==> src/rtl/eem16_coin_tx.sv <==
// eem16_coin_tx: pays out a requested amount, given in nickels, as a stream of
// coin codes on x. The block uses as many dimes as it can, and a nickel for any
// odd remainder.
//
// A payout starts in IDLE. Each coin is held on x for one cycle. An optional
// run of GAP idle cycles separates one coin from the next. The payout always
// ends with a one-cycle DONE, where the done output pulses. An abort ends the
// payout early: the next cycle is DONE with aborted set.
//
// Parameters
//   GAP         idle cycles (x=0) between consecutive coins, 0..7
// Ports
//   clk         rising-edge clock
//   reset       asynchronous active-low reset
//   req_valid   request present
//   req_amt     payout amount in nickels, sampled on accept
//   req_ready   high only in IDLE
//   abort       end the payout in progress (ignored in IDLE/DONE)
//   x           registered coin code: 00 none, 01 nickel, 11 dime
//   busy        high in SEND, GAP and DONE
//   done        one-cycle completion pulse
//   aborted     qualifies done when the payout was cut short
//   coins_sent  coin codes emitted for the current or last request
module eem16_coin_tx #(
    parameter int unsigned GAP = 0
) (
    input  logic       clk,
    input  logic       reset,
    input  logic       req_valid,
    input  logic [4:0] req_amt,
    output logic       req_ready,
    input  logic       abort,
    output logic [1:0] x,
    output logic       busy,
    output logic       done,
    output logic       aborted,
    output logic [4:0] coins_sent
);

    typedef enum logic [1:0] {S_IDLE, S_SEND, S_GAP, S_DONE} state_t;

    localparam logic [2:0] GAP_LOAD = (GAP > 0) ? 3'(GAP - 1) : 3'd0;

    state_t     state, state_nxt;
    logic [4:0] rem;
    logic [2:0] gap_cnt;
    logic       aborted_q;

    // Decisions made by the next-state logic.
    // emit:      a coin appears on x in the next cycle.
    // src:       the amount that coin is taken from.
    // kill:      the payout was aborted.
    // enter_gap: load the gap counter.
    logic       accept, emit, kill, enter_gap;
    logic [4:0] src;
    logic [1:0] coin_code;
    logic [4:0] coin_step;

    // State register
    always_ff @(posedge clk or negedge reset) begin
        if (!reset) state <= S_IDLE;
        else        state <= state_nxt;
    end

    // Next-state logic
    always_comb begin
        state_nxt = state;
        accept    = 1'b0;
        emit      = 1'b0;
        kill      = 1'b0;
        enter_gap = 1'b0;
        src       = rem;
        case (state)
            S_IDLE: begin
                if (req_valid) begin
                    accept = 1'b1;
                    src    = req_amt;
                    if (req_amt != 5'd0) begin
                        emit      = 1'b1;
                        state_nxt = S_SEND;
                    end else begin
                        state_nxt = S_DONE;
                    end
                end
            end
            S_SEND: begin
                // Abort is checked before the "last coin" exit, so an abort
                // that arrives with the final coin still reports aborted.
                if (abort) begin
                    kill      = 1'b1;
                    state_nxt = S_DONE;
                end else if (rem == 5'd0) begin
                    state_nxt = S_DONE;
                end else if (GAP == 0) begin
                    emit      = 1'b1;
                    state_nxt = S_SEND;
                end else begin
                    enter_gap = 1'b1;
                    state_nxt = S_GAP;
                end
            end
            S_GAP: begin
                if (abort) begin
                    kill      = 1'b1;
                    state_nxt = S_DONE;
                end else if (gap_cnt == 3'd0) begin
                    emit      = 1'b1;
                    state_nxt = S_SEND;
                end
            end
            S_DONE:  state_nxt = S_IDLE;
            default: state_nxt = S_IDLE;
        endcase
    end

    // Greedy coin choice: a dime when at least two nickels remain.
    assign coin_code = (src >= 5'd2) ? 2'b11 : 2'b01;
    assign coin_step = (src >= 5'd2) ? 5'd2  : 5'd1;

    // Datapath registers
    always_ff @(posedge clk or negedge reset) begin
        if (!reset) begin
            x          <= 2'b00;
            rem        <= 5'd0;
            coins_sent <= 5'd0;
            gap_cnt    <= 3'd0;
            aborted_q  <= 1'b0;
        end else begin
            x <= emit ? coin_code : 2'b00;

            if (kill)        rem <= 5'd0;
            else if (emit)   rem <= src - coin_step;
            else if (accept) rem <= 5'd0;

            // On accept the count restarts. It is 1 if the first coin is
            // emitted right away, and 0 for a zero-amount request.
            if (accept)    coins_sent <= {4'd0, emit};
            else if (emit) coins_sent <= coins_sent + 5'd1;

            if (enter_gap)
                gap_cnt <= GAP_LOAD;
            else if (state == S_GAP && gap_cnt != 3'd0)
                gap_cnt <= gap_cnt - 3'd1;

            // Set only on the edge into DONE. It clears on the edge that leaves DONE.
            aborted_q <= kill;
        end
    end

    // Outputs
    always_comb begin
        req_ready = (state == S_IDLE);
        busy      = (state != S_IDLE);
        done      = (state == S_DONE);
        aborted   = aborted_q;
    end

endmodule
==> config.mk <==
export PLATFORM = sky130hd
export DESIGN_NAME = eem16_coin_tx
export DESIGN_NICKNAME = d
export VERILOG_FILES = /design/src/rtl/eem16_coin_tx.sv
export SDC_FILE = /design/constraint.sdc
export NUM_CORES = 1
export LEC_CHECK = 0
export ABC_AREA = 0
export CAP_MARGIN = 25
export CORE_UTILIZATION = 50
export CTS_BUF_LIST = sky130_fd_sc_hd__clkbuf_2 sky130_fd_sc_hd__clkbuf_4 sky130_fd_sc_hd__clkbuf_8
export DETAILED_ROUTE_END_ITERATION = 16
export PLACE_DENSITY = 0.84
export SLEW_MARGIN = 10
export SYNTH_ARGS = -nofsm -noshare
export SYNTH_HDL_FRONTEND = slang
export SYNTH_SLANG_ARGS = --single-unit
export TNS_END_PERCENT = 50
==> constraint.sdc <==
create_clock -name clk -period 5.5 [get_ports clk]
set_input_delay 1.1 -clock clk [delete_from_list [all_inputs] [get_ports clk]]
set_output_delay 1.1 -clock clk [all_outputs]
set_load 0.05 [all_outputs]
### Word-level counts from Yosys, hierarchy flattened

Cells that the tools add are included.

| storage, ports and cells | value |
|---|---|
| input bits | 9 |
| register bits after elaboration | 18 |
| output and inout port bits | 11 |

| cells by class | value |
|---|---|
| $add $sub $neg | 3 |
| muxes and demuxes | 28 |
| reduce and logical (&&, ||, !) cells | 11 |
| equality and inequality tests | 5 |
| order comparisons | 1 |

Operators by type and width:

| kind | count |
|---|---|
| two-way mux 5 bit | 7 |
| two-way mux 2 bit | 9 |
| two-way mux 1 bit | 10 |
| one-hot mux 2 bit (4 select lines) | 1 |
| nonzero test 3 bit | 2 |
| adder 5 x 1 -> 5 bit, second input constant | 1 |
| greater-or-equal comparator 5 x 2 -> 1 bit, second input constant | 1 |
| zero test 5 bit | 1 |
| nonzero test 5 bit | 1 |
| subtractor 5 x 2 -> 5 bit | 1 |
| == test 2 bit, second input constant | 2 |
| nonzero test 2 bit | 2 |
| zero test 3 bit | 1 |
| inequality test 3 bit, second input constant | 1 |
| one-hot mux 1 bit (3 select lines) | 1 |
| subtractor 3 x 1 -> 3 bit, second input constant | 1 |
| == test 2 x 1 -> 1 bit, second input constant | 1 |
| zero test 2 bit | 1 |
| inequality test 2 bit, second input constant | 1 |
| AND reduction 2 bit | 1 |
| OR reduction 2 bit | 1 |
| logical AND 1 bit | 1 |

### Longest topological paths before layout

Gate-level depths: netlist of run 1.

| depth | value |
|---|---|
| depth after elaboration | 7 |
| mapped depth | 12 |
| gate-level depth less buffers | 11 |

### Least setup slack after synthesis of run 1

No wires, ideal clock.

| timing path | value |
|---|---|
| path type | input-to-reg |
| start | input req_amt[1] |
| end | register rem[4] |
| path buffers | 0 |
| data required time | 5.406 ns |
| slack | 2.074 ns |
| library setup time | 0.094 ns |
| stages on the path | 8 |
| data arrival time | 3.332 ns |
| cell sequence | or4_4 -> mux2i_1 -> ha_1 -> fa_1 -> or4b_2 -> a21oi_1 -> xnor2_1 -> a211oi_1 |

| on the way | value |
|---|---|
| word-level cells in the longest chain between the ends | 7 |
| elaborated cells on any way between the ends | 12 |
| those cells by class | 1 x add/sub; 1 x order compare; 8 x mux; 2 x reduce/logical |

RTL lines:

| what | line | RTL |
|---|---|---|
| from (decl) | 30 | `input logic [4:0] req_amt,` |
| two-way mux 5 bit | 75 | `if (req_valid) begin` |
| two-way mux 5 bit | 73 | `case (state)` |
| greater-or-equal comparator 5 x 2 -> 1 bit | 118 | `assign coin_step = (src >= 5'd2) ? 5'd2 : 5'd1;` |
| two-way mux 2 bit | 118 |  |
| subtractor 5 x 2 -> 5 bit | 132 | `else if (emit) rem <= src - coin_step;` |
| two-way mux 5 bit | 132 |  |
| two-way mux 5 bit | 131 | `if (kill) rem <= 5'd0;` |
| to (signal assigned) | 132 |  |
| to (decl) | 45 | `logic [4:0] rem;` |

Several ways; a longest one is shown, not always the timed one.
A chain may end at the register's enable or synchronous reset.

### Final worst setup path of run 1

| timing path | value |
|---|---|
| start | input req_amt[2] |
| end | register rem[4] |

The elaborated chain is that of the path after synthesis.

==> impl_metrics.py, run 1 <==
metrics = {
    "cells_and_area": {
        "fillers": 193,
        "antenna_cells": 0,
        "final_cells": 169,
        "nets": 163,
        "finish.utilization_pct": 63.7,
        "drive_gt1_share_pct": 9.93,
        "syn2layout_area_growth_pct": 20.4,
    },
    "synthesis": {
        "syn_inst": 121,
        "synth.yosys.seq_area_share_pct": 38.5,
        "syn-cell-area_sq_um": 1170,
        "yosysTopAreaCell": "dfrtp_1",
        "synth_fp_nets": 142,
        "yosysUniqueCellTypes": 34,
        "ys_ff_latch": 18,
        "yosysWarnings": 0,
        "synth_enable_flop_cells": 0,
        "synth_top_area_share_pct": 38.5,
        "avgSynthCellArea_sq_um": 9.67,
        "synthTopCellsByCount": "dfrtp_1 (18), nand2_1 (13), nor2_1 (12)",
        "async_flop_share_pct": 100,
        "yosys_most_used_dff": "dfrtp_1",
        "yosysMostFrequentCell": "dfrtp_1",
        "yosys-top-cells-area": "dfrtp_1 (39%), ha_1 (12%), xnor2_1 (5.2%)",
    },
    "sta": {
        "clock_skew_ns": 0.00163,
        "drv_slew": 0,
        "hold_viol_final": 0,
        "clock.fmax_mhz": 261,
        "min_period_ns": 3.83,
        "finalCritPeriodShare_pct": 69.7,
        "setup_violations": 0,
        "rsz0062_at_grt": "no",
        "fin_setup_tns_ns": 0,
        "slew_headroom_pct": 45.0,
        "tightestPinTransition_ns": 0.823,
    },
    "power": {
        "peakVddDrop_mv": 0.301,
        "p_clk_share_pct": 10.5,
        "combPwrFrac_pct": 63.1,
        "sw_frac_of_total_pct": 48.2,
        "power.switching_mw": 0.387,
        "p_seq_share_pct": 26.4,
        "p_per_area_nw_per_um2": 570,
        "p_int_mw": 0.416,
        "power_leakage_nw": 0.630,
    },
    "placed_design": {
        "numPortBuffers": 19,
        "hpwlAfterDp_um": 1790,
        "gp_congestion": 0.899,
        "dp.cells": 165,
    },
    "die": {
        "die_y_um": 50.4,
        "coreArea_sq_um": 2210,
        "pin_count": 20,
        "die_width_um": 50.4,
        "start_util_pct": 52.9,
        "rows": 17,
        "dieArea_sq_um": 2540,
    },
    "clocking": {
        "clk_pin_slew_ns": 0.11,
        "h-tree-depth": 1,
        "cts_resized": 0,
        "cts.sinks": 18,
        "tritoncts": "built",
        "clock_latency_ns": 0.30,
        "clock_path_buffers": 2,
        "postCtsSetupRepairBufs": 0,
        "cts.hold.buffers_added": 0,
        "clockRootBuffer": "clkbuf_4",
        "cts_made_buffers": 3,
    },
    "critical_path": {
        "crit_arrival_ns": 4.05,
        "critPathCaptureType": "flip-flop",
        "criticalPathCategory": "in2reg",
        "cp_data_required_time_ns": 5.72,
        "crit_path_start_kind": "input port",
        "cp_max_fo": 5,
    },
    "route": {
        "drt-initial-drc-count": 37,
        "wl_per_cell_um": 13.7,
        "routed_wl_um": 2310,
        "ant_nets": 0,
        "routed_via_density": 5.54,
        "drt_first_pass_iters": 5,
        "drc_errors": 0,
        "vias": 937,
    },
    "global_route": {
        "grt_usage_pct": 21.2,
        "grt_pass1_vias": 901,
        "grt_pass1_wl_um": 3960,
        "grt_max_degree": 19,
        "antenna_found_initial": 0,
        "gr-total-overflow": 0,
    },
    "job": {
        "maxCapViolCount": 0,
    },
    "outcome": {
        "status": "finished clean",
    },
    "worst_hold_path": {
        "min_path_type": "reg2reg",
    },
}
[kinds of logic after synthesis]
kind of cell / count (synthesis) / synth area share (%)
AO/OA/AOI/OAI: 22 / 13.5
XOR/XNOR: 10 / 7.49
adder cells (fa/ha/maj): 12 / 13.5
buffers and inverters: 12 / 4.81
flip-flops: 18 / 38.5
multiplexers: 4 / 3.64
AND/OR/NAND/NOR: 43 / 18.6
[per-layer routing]
metal	vias up	share of wire [%]	wire length, um	global-route usage (%)
met1	457	43	997	26.4
met3	5	3.2	74	2.73
met5	-	0	0	0
met4	0	2.0	46	12.0
li1	456	-	-	-
met2	19	52	1190	35.1
[power groups by stage]
stage | Combinational (mW) | Sequential, mW | Clock [mW]
6_report | 0.506 | 0.212 | 0.0844
5_1_grt | 0.554 | 0.220 | 0.0908
4_1_cts | 0.509 | 0.212 | 0.0843
3_5_place_dp | 0.506 | 0.215 | 0
3_3_place_gp | 0.494 | 0.214 | 0
2_1_floorplan | 0.314 | 0.286 | 0
[worst max-delay path, cell delays in order]
cell             delay [ns]
clkdlybuf4s50_1        0.48
or4_4                  0.58
mux2i_1                0.27
ha_1                   0.26
fa_1                   0.29
or4b_2                 0.60
a21oi_1                0.16
xnor2_1                0.08
a211oi_1               0.23
[layout make-up]
class | instances | area, sq um | area share, %
flip-flops and latches | 18 | 450 | 32.0
repair buffers | 19 | 190 | 13.5
multi-input cells | 91 | 663 | 47.1
well taps | 28 | 35.0 | 2.49
inverters | 9 | 33.8 | 2.40
clock buffers | 4 | 36.3 | 2.58
[final timing paths]
check	startpoint	end	slack [ns]	cells past startpoint
worst max-delay path	req_amt[2]	rem[4]$_DFFE_PN0P_	1.67	9
worst min-delay path	gap_cnt[0]$_DFFE_PN0P_	gap_cnt[0]$_DFFE_PN0P_	0.49	1
worst max register to register	state[0]$_DFFE_PN0P_	rem[4]$_DFFE_PN0P_	2.31	10
worst min register to register	gap_cnt[0]$_DFFE_PN0P_	gap_cnt[0]$_DFFE_PN0P_	0.49	1
max in group asynchronous	reset	rem[3]$_DFFE_PN0P_	3.74	1
min in group asynchronous	reset	gap_cnt[2]$_DFFE_PN0P_	1.26	1
[state kept, by name, summed over array words and instances, names as in the netlist]
name	flops
coins_sent	5
rem	5
gap_cnt	3
state	2
x	2
aborted	1
[layout by cell type (no fill, tap or decap)]
cell type,count
inv_1,9
clkbuf_4,3
clkbuf_8,1
a21oi_2,1
fa_1,1
nand3_1,6
nand2_1,13
nor2b_1,1
xor2_1,3
a311oi_1,1
o21ai_0,2
clkdlybuf4s50_1,19
and3_1,1
nand4_1,1
o22a_1,1
and2_1,3
a21oi_1,7
ha_1,11
xnor2_1,7
dfrtp_1,18
o21ai_1,1
a211oi_1,5
a31o_2,1
a211oi_4,1
and4bb_2,1
or4b_2,1
or4_4,2
nor2_1,12
mux2_2,2
a31oi_1,1
mux2i_1,2
nand2b_1,1
nor3_1,1
a21o_2,1
[metrics by stage]
| step | setup WS, ns | total power, mW | instance area [sq um] | hold WS (ns) |
|---|---|---|---|---|
| floorplan | 2.07 | 0.600 | 1170 | 0.446 |
| global placement | 1.54 | 0.708 | 1370 | 0.463 |
| detailed placement | 1.34 | 0.721 | 1370 | 0.471 |
| CTS | 1.69 | 0.806 | 1410 | 0.490 |
| global route | 1.56 | 0.865 | 1410 | 0.506 |
| finish | 1.67 | 0.803 | 1410 | 0.489 |
Note: power is estimated with default switching activity, not from simulation.
==> run 2, diff against run 1 <==
==> constraint.sdc (replaced) <==
create_clock -name clk -period 3.85 [get_ports clk]
set_input_delay 0.77 -clock clk [delete_from_list [all_inputs] [get_ports clk]]
set_output_delay 0.77 -clock clk [all_outputs]
set_load 0.05 [all_outputs]
==> run 2 against run 1 <==
Against the previous run:
- critical endpoint unchanged
- register-to-register slack worse by 1.3 ns
- die area stayed put
- non-clock buffer count is 3 higher
- worst setup slack worse by 1.2 ns
- first-iteration DRC count is 43% lower
- final cell count is 1.8% higher
- wire length is 1.4% lower
- largest power group unchanged
- sequential power is 43% higher
- highest routed layer unchanged
==> impl_metrics.py, run 2 (synthesis results as in run 1) <==
metrics = {
    "global_route": {
        "grt_max_degree": 19,
        "antenna_found_initial": 0,
        "grt_pass1_vias": 890,
        "grt_pass1_wl_um": 3910,
        "grt_usage_pct": 20.5,
        "gr-total-overflow": 0,
    },
    "cells_and_area": {
        "nets": 166,
        "drive_gt1_share_pct": 11.8,
        "finish.utilization_pct": 64.7,
        "syn2layout_area_growth_pct": 22.4,
        "antenna_cells": 0,
        "design_area_sq_um": 1430,
        "multi_input_area_sq_um": 663,
        "layout_commonest_cell": "clkdlybuf4s50_1",
        "ff_latch_area_sq_um": 450,
        "fillers": 188,
        "layout_common_cells": "clkdlybuf4s50_1 (19), dfrtp_1 (18), nand2_1 (13), nor2_1 (12), ha_1 (11)",
        "reg.largest.list": "coins_sent (5), rem (5), gap_cnt (3)",
    },
    "critical_path": {
        "crit_arrival_ns": 3.59,
        "cp_data_required_time_ns": 4.06,
        "cp_max_fo": 4,
        "crit_path_start_kind": "input port",
        "criticalPathCategory": "in2reg",
        "critPathCaptureType": "flip-flop",
    },
    "clocking": {
        "cts.hold.buffers_added": 0,
        "h-tree-depth": 1,
        "postCtsSetupRepairBufs": 0,
        "cts_resized": 0,
        "clock_latency_ns": 0.29,
        "clockRootBuffer": "clkbuf_4",
        "cts.sinks": 18,
        "tritoncts": "built",
        "clock_path_buffers": 2,
        "cts_made_buffers": 3,
        "clk_pin_slew_ns": 0.10,
    },
    "die": {
        "start_util_pct": 52.9,
        "dieArea_sq_um": 2540,
        "die_y_um": 50.4,
        "pin_count": 20,
        "die_width_um": 50.4,
        "coreArea_sq_um": 2210,
        "rows": 17,
    },
    "route": {
        "vias": 939,
        "wl_per_cell_um": 13.3,
        "drt-initial-drc-count": 21,
        "drc_errors": 0,
        "ant_nets": 0,
        "drt_first_pass_iters": 4,
        "routed_via_density": 5.46,
        "routed_wl_um": 2280,
    },
    "outcome": {
        "status": "finished clean",
    },
    "sta": {
        "min_period_ns": 3.38,
        "slew_headroom_pct": 45.8,
        "worst_slack_ns": 0.471,
        "finalCritPeriodShare_pct": 87.8,
        "tightestPinTransition_ns": 0.811,
        "setup_violations": 0,
        "rsz0062_at_grt": "no",
        "drv_slew": 0,
        "fin_setup_tns_ns": 0,
        "clock.fmax_mhz": 296,
        "hold_viol_final": 0,
        "clock_skew_ns": 0.00530,
    },
    "power": {
        "peakVddDrop_mv": 0.409,
        "finalPower_mw": 1.16,
        "power_leakage_nw": 0.645,
        "p_per_area_nw_per_um2": 812,
    },
    "job": {
        "maxCapViolCount": 0,
    },
    "placed_design": {
        "hpwlAfterDp_um": 1750,
        "gp_congestion": 0.877,
        "dp_slack_ns": 0.153,
        "numPortBuffers": 19,
        "placed_area_sq_um": 1400,
    },
    "worst_hold_path": {
        "min_path_type": "reg2reg",
    },
}
==> run 2: changes by cell type in the layout (fill, tap and decap cells not counted) <==
cell   change
buf_4      +3
==> run 2: stage by stage <==
stage | hold slack [ns] | cells
finish | 0.482 | 172
global route | 0.520 | 172
CTS | 0.487 | 172
detailed placement | 0.468 | 168
global placement | 0.463 | 168
floorplan | 0.446 | 121
==> run 2: path summary, 6_finish.rpt <==
path	to	startpoint	slack, ns	cells after the start
setup / recovery	rem[4]$_DFFE_PN0P_	req_amt[2]	0.47	9
max in group asynchronous	coins_sent[2]$_DFFE_PN0P_	reset	2.41	1
min in group asynchronous	gap_cnt[2]$_DFFE_PN0P_	reset	0.93	1
hold reg to reg	gap_cnt[0]$_DFFE_PN0P_	gap_cnt[0]$_DFFE_PN0P_	0.48	1
setup reg to reg	rem[4]$_DFFE_PN0P_	state[0]$_DFFE_PN0P_	0.98	10
hold / removal	gap_cnt[0]$_DFFE_PN0P_	gap_cnt[0]$_DFFE_PN0P_	0.48	1
==> run 2: cell type report <==
type	count	share of cell area, %
Clock buffer	4	2.53
Multi-Input combinational cell	91	46.3
Timing Repair Buffer	22	14.9
Tap cell	28	2.45
Inverter	9	2.36
Sequential cell	18	31.5
==> run 2: worst max-delay path, stage by stage <==
cell             delay, ns
clkdlybuf4s50_1       0.47
or4_4                 0.57
mux2i_1               0.27
ha_1                  0.25
fa_1                  0.20
or4b_2                0.59
a21oi_1               0.18
xnor2_1               0.08
a211oi_1              0.22
==> run 2: where the power goes <==
| group | internal, mW | total (mW) | leakage (nW) | switching [mW] |
|---|---|---|---|---|
| sequential | 0.250 | 0.304 | 0.235 | 0.0538 |
| clock | 0.0576 | 0.117 | 0.0210 | 0.0590 |
| combinational | 0.301 | 0.742 | 0.389 | 0.440 |
| total | 0.609 | 1.16 | 0.645 | 0.553 |
==> run 2: per-layer routing <==
metal  track usage [%]  vias up  wire (um)
met5                 0        -          0
met4              8.33        0         30
met3              2.12        4         48
li1                  -      459          -
met1              24.8      463       1000
met2              36.7       13       1200
==> run 3, diff against run 2 <==
--- a/config.mk
+++ b/config.mk
@@ -10,6 +10,7 @@
 export CORE_UTILIZATION = 50
 export CTS_BUF_LIST = sky130_fd_sc_hd__clkbuf_2 sky130_fd_sc_hd__clkbuf_4 sky130_fd_sc_hd__clkbuf_8
 export DETAILED_ROUTE_END_ITERATION = 16
+export HOLD_SLACK_MARGIN = 0.06
 export PLACE_DENSITY = 0.84
 export SLEW_MARGIN = 10
 export SYNTH_ARGS = -nofsm -noshare
==> results of run 3 <==
Same layout as run 2: the final DEF is identical, and so are final timing and power.
